$ cat src/rtl/lcd_bus_engine_if.sv
// Request/response channel between the LCD request multiplexer and the bus engine.
interface lcd_bus_engine_if;
  logic        we_i;
  logic        wr_i;
  logic        rs_i;
  logic [15:0] data_i;
  logic        id_fm_i;
  logic        read_color_i;
  logic        busy_o;
  logic        write_ok_o;
  logic        write_color_ok_o;
  logic        read_ok_o;
  logic [15:0] rdata_o;
  logic        rdata_valid_o;

  modport master (
    output we_i, wr_i, rs_i, data_i, id_fm_i, read_color_i,
    input  busy_o, write_ok_o, write_color_ok_o, read_ok_o, rdata_o, rdata_valid_o
  );

  modport slave (
    input  we_i, wr_i, rs_i, data_i, id_fm_i, read_color_i,
    output busy_o, write_ok_o, write_color_ok_o, read_ok_o, rdata_o, rdata_valid_o
  );
endinterface

$ cat src/rtl/lcd_bus_engine.sv
// 8080-style 16-bit LCD bus engine: one write or multi-strobe read per request,
// with every pin and status output driven straight from a flop.
module lcd_bus_engine #(
  parameter int WR_LOW  = 2,
  parameter int WR_HIGH = 2,
  parameter int RD_LOW  = 4,
  parameter int RD_HIGH = 4
) (
  input  logic              pclk,
  input  logic              rst_n,
  lcd_bus_engine_if.slave   req,
  output logic              lcd_cs_n,
  output logic              lcd_rs,
  output logic              lcd_wr_n,
  output logic              lcd_rd_n,
  output logic [15:0]       lcd_data_o,
  output logic              lcd_data_oe,
  input  logic [15:0]       lcd_data_i
);

  typedef enum logic [2:0] {IDLE, W_LO, W_HI, R_LO, R_HI, DONE} state_e;

  // Counter is loaded with length-1 and the phase ends when it reaches zero.
  localparam logic [7:0] WL_LD = 8'(WR_LOW  - 1);
  localparam logic [7:0] WH_LD = 8'(WR_HIGH - 1);
  localparam logic [7:0] RL_LD = 8'(RD_LOW  - 1);
  localparam logic [7:0] RH_LD = 8'(RD_HIGH - 1);

  state_e      state_q, state_d;
  logic [7:0]  cnt_q, cnt_d;
  logic [1:0]  strb_q, strb_d;
  logic        first_q, first_d;
  logic        wr_q, wr_d, rs_q, rs_d;
  logic [15:0] wdata_q, wdata_d;
  logic        phase_end;

  logic        cs_n_q, cs_n_d, rs_o_q, rs_o_d, wr_n_q, wr_n_d, rd_n_q, rd_n_d, oe_q, oe_d;
  logic [15:0] dout_q, dout_d, rdata_q, rdata_d;
  logic        busy_q, busy_d, wok_q, wok_d, wcok_q, wcok_d, rok_q, rok_d, rvld_q, rvld_d;

  assign phase_end = (cnt_q == 8'd0);

  always_ff @(posedge pclk) begin
    if (!rst_n) begin
      state_q <= IDLE;
      cnt_q   <= '0;
      strb_q  <= '0;
      first_q <= 1'b0;
      wr_q    <= 1'b0;
      rs_q    <= 1'b0;
      wdata_q <= '0;
      cs_n_q  <= 1'b1;
      rs_o_q  <= 1'b0;
      wr_n_q  <= 1'b1;
      rd_n_q  <= 1'b1;
      oe_q    <= 1'b0;
      dout_q  <= '0;
      rdata_q <= '0;
      busy_q  <= 1'b0;
      wok_q   <= 1'b0;
      wcok_q  <= 1'b0;
      rok_q   <= 1'b0;
      rvld_q  <= 1'b0;
    end else begin
      state_q <= state_d;
      cnt_q   <= cnt_d;
      strb_q  <= strb_d;
      first_q <= first_d;
      wr_q    <= wr_d;
      rs_q    <= rs_d;
      wdata_q <= wdata_d;
      cs_n_q  <= cs_n_d;
      rs_o_q  <= rs_o_d;
      wr_n_q  <= wr_n_d;
      rd_n_q  <= rd_n_d;
      oe_q    <= oe_d;
      dout_q  <= dout_d;
      rdata_q <= rdata_d;
      busy_q  <= busy_d;
      wok_q   <= wok_d;
      wcok_q  <= wcok_d;
      rok_q   <= rok_d;
      rvld_q  <= rvld_d;
    end
  end

  always_comb begin
    state_d = state_q;
    cnt_d   = cnt_q;
    strb_d  = strb_q;
    first_d = first_q;
    wr_d    = wr_q;
    rs_d    = rs_q;
    wdata_d = wdata_q;
    case (state_q)
      IDLE: if (req.we_i) begin
        wr_d    = req.wr_i;
        rs_d    = req.rs_i;
        wdata_d = req.data_i;
        strb_d  = (req.id_fm_i && req.read_color_i) ? 2'd3 : 2'd2;
        first_d = 1'b1;
        state_d = req.wr_i ? W_LO : R_LO;
        cnt_d   = req.wr_i ? WL_LD : RL_LD;
      end
      W_LO: if (phase_end) begin
        state_d = W_HI;
        cnt_d   = WH_LD;
      end else cnt_d = cnt_q - 8'd1;
      W_HI: if (phase_end) state_d = DONE;
            else cnt_d = cnt_q - 8'd1;
      R_LO: if (phase_end) begin
        state_d = R_HI;
        cnt_d   = RH_LD;
        strb_d  = strb_q - 2'd1;
        first_d = 1'b0;
      end else cnt_d = cnt_q - 8'd1;
      R_HI: if (phase_end) begin
        if (strb_q != 2'd0) begin
          state_d = R_LO;
          cnt_d   = RL_LD;
        end else state_d = DONE;
      end else cnt_d = cnt_q - 8'd1;
      DONE:    state_d = IDLE;
      default: state_d = IDLE;
    endcase
  end

  // Outputs are decoded from the next state so the pins themselves are flops.
  always_comb begin
    cs_n_d  = 1'b1;
    rs_o_d  = 1'b0;
    wr_n_d  = 1'b1;
    rd_n_d  = 1'b1;
    oe_d    = 1'b0;
    dout_d  = '0;
    busy_d  = (state_d != IDLE);
    wok_d   = 1'b0;
    wcok_d  = 1'b0;
    rok_d   = 1'b0;
    rvld_d  = (state_q == R_LO) && phase_end && !first_q;
    rdata_d = rvld_d ? lcd_data_i : rdata_q;
    if (state_d != IDLE) rs_o_d = rs_d;
    case (state_d)
      W_LO: begin
        cs_n_d = 1'b0;
        wr_n_d = 1'b0;
        oe_d   = 1'b1;
        dout_d = wdata_d;
      end
      W_HI: begin
        cs_n_d = 1'b0;
        oe_d   = 1'b1;
        dout_d = wdata_d;
      end
      R_LO: begin
        cs_n_d = 1'b0;
        rd_n_d = 1'b0;
      end
      R_HI: cs_n_d = 1'b0;
      DONE: begin
        wok_d  = wr_q;
        wcok_d = wr_q & rs_q;
        rok_d  = ~wr_q;
      end
      default: ;
    endcase
  end

  assign lcd_cs_n             = cs_n_q;
  assign lcd_rs               = rs_o_q;
  assign lcd_wr_n             = wr_n_q;
  assign lcd_rd_n             = rd_n_q;
  assign lcd_data_o           = dout_q;
  assign lcd_data_oe          = oe_q;
  assign req.busy_o           = busy_q;
  assign req.write_ok_o       = wok_q;
  assign req.write_color_ok_o = wcok_q;
  assign req.read_ok_o        = rok_q;
  assign req.rdata_o          = rdata_q;
  assign req.rdata_valid_o    = rvld_q;

endmodule

$ cat src/flat_wrapper.sv
// flat-port wrapper written by rule: the top's interface ports become plain ports
module lcd_bus_engine_flat 
#(
  parameter int WR_LOW  = 2,
  parameter int WR_HIGH = 2,
  parameter int RD_LOW  = 4,
  parameter int RD_HIGH = 4
)
  (pclk, rst_n, lcd_cs_n, lcd_rs, lcd_wr_n, lcd_rd_n, lcd_data_o, lcd_data_oe, lcd_data_i, req_we_i, req_wr_i, req_rs_i, req_data_i, req_id_fm_i, req_read_color_i, req_busy_o, req_write_ok_o, req_write_color_ok_o, req_read_ok_o, req_rdata_o, req_rdata_valid_o);
  lcd_bus_engine_if req_i ();
  input  logic pclk;
  input  logic rst_n;
  output logic lcd_cs_n;
  output logic lcd_rs;
  output logic lcd_wr_n;
  output logic lcd_rd_n;
  output logic [15:0] lcd_data_o;
  output logic lcd_data_oe;
  input  logic [15:0] lcd_data_i;
  input wire logic [$bits(req_i.we_i)-1:0] req_we_i;
  input wire logic [$bits(req_i.wr_i)-1:0] req_wr_i;
  input wire logic [$bits(req_i.rs_i)-1:0] req_rs_i;
  input wire logic [$bits(req_i.data_i)-1:0] req_data_i;
  input wire logic [$bits(req_i.id_fm_i)-1:0] req_id_fm_i;
  input wire logic [$bits(req_i.read_color_i)-1:0] req_read_color_i;
  output wire logic [$bits(req_i.busy_o)-1:0] req_busy_o;
  output wire logic [$bits(req_i.write_ok_o)-1:0] req_write_ok_o;
  output wire logic [$bits(req_i.write_color_ok_o)-1:0] req_write_color_ok_o;
  output wire logic [$bits(req_i.read_ok_o)-1:0] req_read_ok_o;
  output wire logic [$bits(req_i.rdata_o)-1:0] req_rdata_o;
  output wire logic [$bits(req_i.rdata_valid_o)-1:0] req_rdata_valid_o;
  assign req_i.we_i = req_we_i;
  assign req_i.wr_i = req_wr_i;
  assign req_i.rs_i = req_rs_i;
  assign req_i.data_i = req_data_i;
  assign req_i.id_fm_i = req_id_fm_i;
  assign req_i.read_color_i = req_read_color_i;
  assign req_busy_o = req_i.busy_o;
  assign req_write_ok_o = req_i.write_ok_o;
  assign req_write_color_ok_o = req_i.write_color_ok_o;
  assign req_read_ok_o = req_i.read_ok_o;
  assign req_rdata_o = req_i.rdata_o;
  assign req_rdata_valid_o = req_i.rdata_valid_o;
  lcd_bus_engine #(.WR_LOW(WR_LOW), .WR_HIGH(WR_HIGH), .RD_LOW(RD_LOW), .RD_HIGH(RD_HIGH)) u_core (.pclk(pclk), .rst_n(rst_n), .req(req_i), .lcd_cs_n(lcd_cs_n), .lcd_rs(lcd_rs), .lcd_wr_n(lcd_wr_n), .lcd_rd_n(lcd_rd_n), .lcd_data_o(lcd_data_o), .lcd_data_oe(lcd_data_oe), .lcd_data_i(lcd_data_i));
endmodule
$ cat config.mk
export PLATFORM = sky130hd
export DESIGN_NAME = lcd_bus_engine_flat
export DESIGN_NICKNAME = d
export VERILOG_FILES = /design/src/rtl/lcd_bus_engine_if.sv /design/src/rtl/lcd_bus_engine.sv /design/src/flat_wrapper.sv
export SDC_FILE = /design/constraint.sdc
export NUM_CORES = 1
export LEC_CHECK = 0
export ABC_AREA = 1
export BUFFER_PORTS_ARGS = -buffer_cell sky130_fd_sc_hd__buf_4
export CAP_MARGIN = 20
export CELL_PAD_IN_SITES_DETAIL_PLACEMENT = 1
export CELL_PAD_IN_SITES_GLOBAL_PLACEMENT = 2
export CORE_ASPECT_RATIO = 0.8
export CORE_UTILIZATION = 29
export DETAILED_ROUTE_END_ITERATION = 10
export GPL_TIMING_DRIVEN = 0
export PLACE_DENSITY = 0.79
export SYNTH_ARGS = -nofsm -noshare
export SYNTH_HDL_FRONTEND = slang
export SYNTH_SLANG_ARGS = --single-unit
$ cat constraint.sdc
create_clock -name pclk -period 2.3 [get_ports pclk]
set_input_delay 0.345 -clock pclk [delete_from_list [all_inputs] [get_ports pclk]]
set_output_delay 0.345 -clock pclk [all_outputs]
set_load 0.05 [all_outputs]
# Word-level counts from Yosys, hierarchy flattened
# Index checks and enable logic that the tools add are counted.
dict set report op_classes {
  n_mul 0
  order_cmp 0
  n_div 0
  shifts 0
  add_sub_neg 2
  bitwise 2
  eq_ne 13
  reduce_logical 18
  mux 31
}
# cell n
set op_table {}
lappend op_table {{$mux W8} 6}
lappend op_table {{$pmux W8 S5} 1}
lappend op_table {{$mux W16} 2}
lappend op_table {{$mux W3} 6}
lappend op_table {{$pmux W3 S5} 1}
lappend op_table {{$eq A3 B2 Y1 const B} 4}
lappend op_table {{$eq A3 B3 Y1 const B} 3}
lappend op_table {{$mux W1} 9}
lappend op_table {{$logic_not A8 Y1} 1}
lappend op_table {{$mux W2} 4}
lappend op_table {{$reduce_and A2 Y1} 4}
lappend op_table {{$sub A8 B1 Y8 const B} 1}
lappend op_table {{$eq A3 B1 Y1 const B} 2}
lappend op_table {{$reduce_bool A5 Y1} 1}
lappend op_table {{$ne A2 B2 Y1 const B} 2}
lappend op_table {{$pmux W2 S2} 1}
lappend op_table {{$reduce_and A4 Y1} 1}
lappend op_table {{$reduce_bool A2 Y1} 2}
lappend op_table {{$reduce_or A4 Y1} 1}
lappend op_table {{$logic_and A1 B1 Y1} 3}
lappend op_table {{$logic_not A3 Y1} 1}
lappend op_table {{$ne A3 B3 Y1 const B} 1}
lappend op_table {{$reduce_and A3 Y1} 1}
lappend op_table {{$reduce_bool A3 Y1} 1}
lappend op_table {{other kinds (7)} 7}
dict set report totals {
  out_inout_bits 42
  mem_bits_rw 0
  n_memories 0
  latch_bits 0
  regBits 74
  romBits 0
  in_bits 39
}

# Longest topological paths before layout
dict set report depth {
  word_depth 7
  mapped_depth 12
}

# Worst setup path before layout
# No wires, ideal clock.
dict set report synth_timing {
  path_type {reg-to-reg}
  startpoint {reg u_core.cnt_q[0]}
  endpoint {reg u_core.dout_q[10] (netlist: u_core.lcd_data_o[10])}
  slack_ns 0.707
  n_path_buf 1
  path_stages_with_launch 11
  period_less_slack_ns 1.593
  arrival_time_ns 1.473
  cell_sequence {dfxtp_1 inv_1 ha_1 nand2_1 nor2_4 nand2_1 nand4_1 nand2_1 nand3_4 buf_6 nor2_2}
}
dict set report synth_between {
  elab_chain_cells 6
  elab_cells_between_ends 10
}
# element line_no
set synth_rtl {}
lappend synth_rtl {{start: declaration} lcd_bus_engine.sv:30} ;# logic [7:0] cnt_q, cnt_d;
lappend synth_rtl {{start signal: assignment} lcd_bus_engine.sv:66} ;# cnt_q <= cnt_d;
lappend synth_rtl {{$logic_not A8 Y1 *} lcd_bus_engine.sv:41} ;# assign phase_end = (cnt_q == 8'd0);
lappend synth_rtl {{$mux W3 (on tied branches)} -}
lappend synth_rtl {{$pmux W3 S5 *} lcd_bus_engine.sv:95} ;# case (state_q)
lappend synth_rtl {{$eq A3 B1 Y1 / $eq A3 B2 Y1 (equally long branches)} lcd_bus_engine.sv:143} ;# case (state_d)
lappend synth_rtl {{$reduce_or A2 Y1 (no source line) *} -}
lappend synth_rtl {{$reduce_and A2 Y1 (no source line) *} -}
lappend synth_rtl {{end signal: assignment} lcd_bus_engine.sv:77} ;# dout_q <= dout_d;
lappend synth_rtl {{end: declaration} lcd_bus_engine.sv:38} ;# logic [15:0] dout_q, dout_d, rdata_q, rdata_d;
# Mark *: on every way between the ends. The rest lies on a longest branch, timed or not.
# A chain may end at the register's enable or synchronous reset.

# Worst setup path after layout
dict set report layout_timing {
  startpoint {reg u_core.cnt_q[0]}
  endpoint {reg u_core.dout_q[11] (netlist: u_core.lcd_data_o[11])}
}
# The elaborated chain is that of the path after synthesis.

==> summary.md <==
| Metric | Value |
|---|---|
| Status | `complete, no violations` |
| Chip width | `114 um` |
| Post-synth EDFFs | `0` |
| Num CTS Buffers | `9` |
| P_leak | `0.00188 uW` |
| Drt drc | `0` |
| Post-synth top area share | `51.3%` |
| Worst slew pin tran | `0.778 ns` |
| Crit-path cells | `inv_1 > ha_1 > nand2_1 > nor2_4 > nand2_1 > nand4_1 > nand2_1 > nand3_4 > buf_6 > nor2_2` |
| RSZ-0062 raised after global routing | `no` |
| Mapped Area | `2890 um^2` |
| Worst R2R Path Depth | `10` |
| Worst r2r dst | `u_core.lcd_data_o[11]$_SDFF_PN0_` |
| First-pass GRT wire length | `13000 um` |
| Height of the die | `91.2 um` |
| Cts-stage hold buffer count | `0` |
| Vias | `2595` |
| F_max | `0.508 GHz` |
| Clock Pin Slew Worst Setup and Hold Paths | `0.06 ns` |
| Critical path origin | `u_core.cnt_q[0]$_SDFFE_PN0P_` |
| Nets@finish | `482` |
| Synth-to-Final Area Change | `38.1%` |
| Setup-failing EPs final | `0` |
| Sink Count | `74` |
| H-tree depth | `3` |
| Cells after Synth | `350` |
| Crit-path max FO | `10` |
| Total GRT Usage | `16.2%` |
| Most instantiated cells after synthesis | `dfxtp_1, nor2_1, nand2_1` |
| ANT cells | `0` |
| Synth async-reset ratio | `0%` |
| Detail Placement HPWL | `5640 um` |
| Hold crit path type | `in2reg` |
| WL final | `7580 um` |
| Largest net degree at the start of global routing | `15` |
| Sequential element share of the synthesized area | `51.3%` |
| Final period utilization | `85.6%` |
| # rows | `32` |
| Initial Utilization | `29.9%` |
| Core ar. | `9650 um^2` |
| IO Count | `81` |
| Hold slack | `0.236 ns` |
| Vias in the first global route | `2702` |
| FF-to-FF Start | `u_core.cnt_q[0]$_SDFFE_PN0P_` |
| Post-CTS Resized | `0` |
| Crit path arrival time | `2.19 ns` |
| Hold Path Stages | `3` |
| Placed Area | `3650 um^2` |
| R2R setup slack | `0.33 ns` |
| Clock Tree Root | `clkbuf_16` |
| Number of vias per cell | `4.47` |
| Wire length per cell | `13.1 um` |
| #FFs+latches synth | `74` |
| Max_slew headroom | `47.6%` |
| Skew-Pair Late Insertion Delay | `0.34 ns` |
| Antenna violations before repair | `0` |
| First-pass DRT Iterations | `4` |
| MaxCap Viol Count | `0` |
| Placer Congestion | `0.753` |
| Slowest CP cell | `dfxtp_1` |
| Setup TNS | `0 ns` |
| Max incr delay on CP | `0.32 ns` |
| Port bufs | `79` |
| Util after Layout | `41.3%` |
| Antenna Nets Post-Route | `0` |
| Worst Setup Path Type | `reg2reg` |
| CP most frequent cell | `nand2_1` |
| Peak supply drop | `0.479 mV` |
| Ys Warns | `0` |
| Synth top area cells | `dfxtp_1, nor2_1, nand2_1` |
| Setup crit start kind | `flop` |
| Required time of the critical path | `2.53 ns` |
| Die ar. | `10400 um^2` |
| Cell taking the most area after synthesis | `dfxtp_1` |
| Syn avg cell area | `8.24 um^2` |
| Fillers | `1177` |
| Power density over the cells | `1500 nW/um^2` |
| Setup crit end | `u_core.lcd_data_o[11]$_SDFF_PN0_` |
| GRT Residual Overflow | `0` |
| Fin area | `3990 um^2` |
| Iter 0 DRT Violations | `77` |
| TritonCTS clock tree | `done` |
| Hold Fails Final Rpt | `0` |
| Syn_nets | `392` |
| Layout cells sized above 1 | `29.0%` |
| Final Skew | `0.00686 ns` |
| Top FF cell, synth | `dfxtp_1` |
| CP endpoint kind | `flop` |
| CTS Buffer Depth | `2` |
| Min Clock Period, post-route | `1.97 ns` |
| Setup Fix Bufs, Post-CTS | `0` |
| Top-count cell post-synth | `dfxtp_1` |
| Final Max Slew Viols | `0` |
| Unique masters post-synth | `28` |
-- layer usage --
metal  vias up  global-route usage (%)  wire (um)
met4         0                    4.61        100
li1       1304                       -          -
met2        43                    24.8       3440
met5         -                       0          0
met1      1239                    21.2       3700
met3         9                    6.14        346
-- logic make-up after synthesis --
logic type | after synthesis | share of synthesized area [%]
AOI/OAI and AO/OA | 41 | 7.63
xor gates and xnor gates | 1 | 0.304
and+or+nand+nor | 165 | 26.5
adders and majority gates | 3 | 1.30
muxes | 16 | 5.55
buffers and inverters | 50 | 7.37
DFF | 74 | 51.3
-- layout by cell type (no fill, tap or decap) --
cell type	count
a21oi_1	10
buf_1	2
buf_2	3
buf_4	80
buf_6	2
bufinv_16	2
clkbuf_1	5
clkbuf_16	9
clkbuf_8	1
clkinv_4	2
dfxtp_1	74
ha_1	3
inv_1	33
inv_2	3
inv_4	1
inv_6	1
inv_8	1
mux2i_1	16
nand2_1	45
nand2_2	4
nand2_4	1
nand3_1	12
nand3_2	1
nand3_4	1
nand4_1	6
nor2_1	60
nor2_2	12
nor2_4	3
nor3_1	20
o211ai_1	2
o21ai_0	26
o21ai_2	2
o31ai_1	1
xnor2_1	1
-- critical path, delay by kind of cell (launching register included) --
kind,cells,cell delay [ns]
flip-flops,1,0.32
AND/OR/NAND/NOR,7,1.00
adder cells (fa/ha/maj),1,0.21
buffers and inverters,2,0.31
-- how the worst min path moves through the flow --
stage / end / start / slack, ns
4_1_cts: u_core.req.rdata_o[6]$_SDFFE_PN0P_ / lcd_data_i[6] / 0.23
2_1_floorplan: u_core.req.read_ok_o$_SDFF_PN0_ / u_core.wr_q$_SDFFE_PN0P_ / 0.41
3_5_place_dp: u_core.req.write_color_ok_o$_SDFF_PN0_ / u_core.rs_q$_SDFF_PN0_ / 0.44
6_report: u_core.req.rdata_o[6]$_SDFFE_PN0P_ / lcd_data_i[6] / 0.24
5_1_grt: u_core.req.rdata_o[12]$_SDFFE_PN0P_ / lcd_data_i[12] / 0.23
3_3_place_gp: u_core.req.write_color_ok_o$_SDFF_PN0_ / u_core.rs_q$_SDFF_PN0_ / 0.43
-- registers in the layout, summed over array words and instances (netlist names), 2 cells and up --
signal and count:
u_core.cnt_q 8, u_core.wdata_q 16, u_core.lcd_data_o 16, u_core.state_q 3, u_core.strb_q 2, u_core.req.rdata_o 16
-- where the power goes --
| group | switching, uW | internal (uW) | total, uW |
|---|---|---|---|
| clock | 572 | 994 | 1570 |
| sequential | 148 | 1600 | 1750 |
| combinational | 1840 | 839 | 2680 |
-- area by class of cell --
class | instances | area, um^2 | share of cell area [%]
multi-input combinational | 226 | 1190 | 29.9
clock inverter | 6 | 97.6 | 2.45
sequential | 74 | 1480 | 37.2
tap | 136 | 170 | 4.27
buffer | 13 | 71.3 | 1.79
timing repair buffer | 79 | 593 | 14.9
inverter | 37 | 141 | 3.55
clock buffer | 10 | 239 | 6.00
-- per-stage QoR --
step	total power, uW	setup WS [ns]	std cells
after global routing	6420	0.139	581
after floorplan	3760	0.707	350
final	5990	0.332	581
after CTS	6070	0.334	581
after detailed placement	4470	0.354	565
after global placement	4410	0.380	565
(Power assumes the default switching activity.)
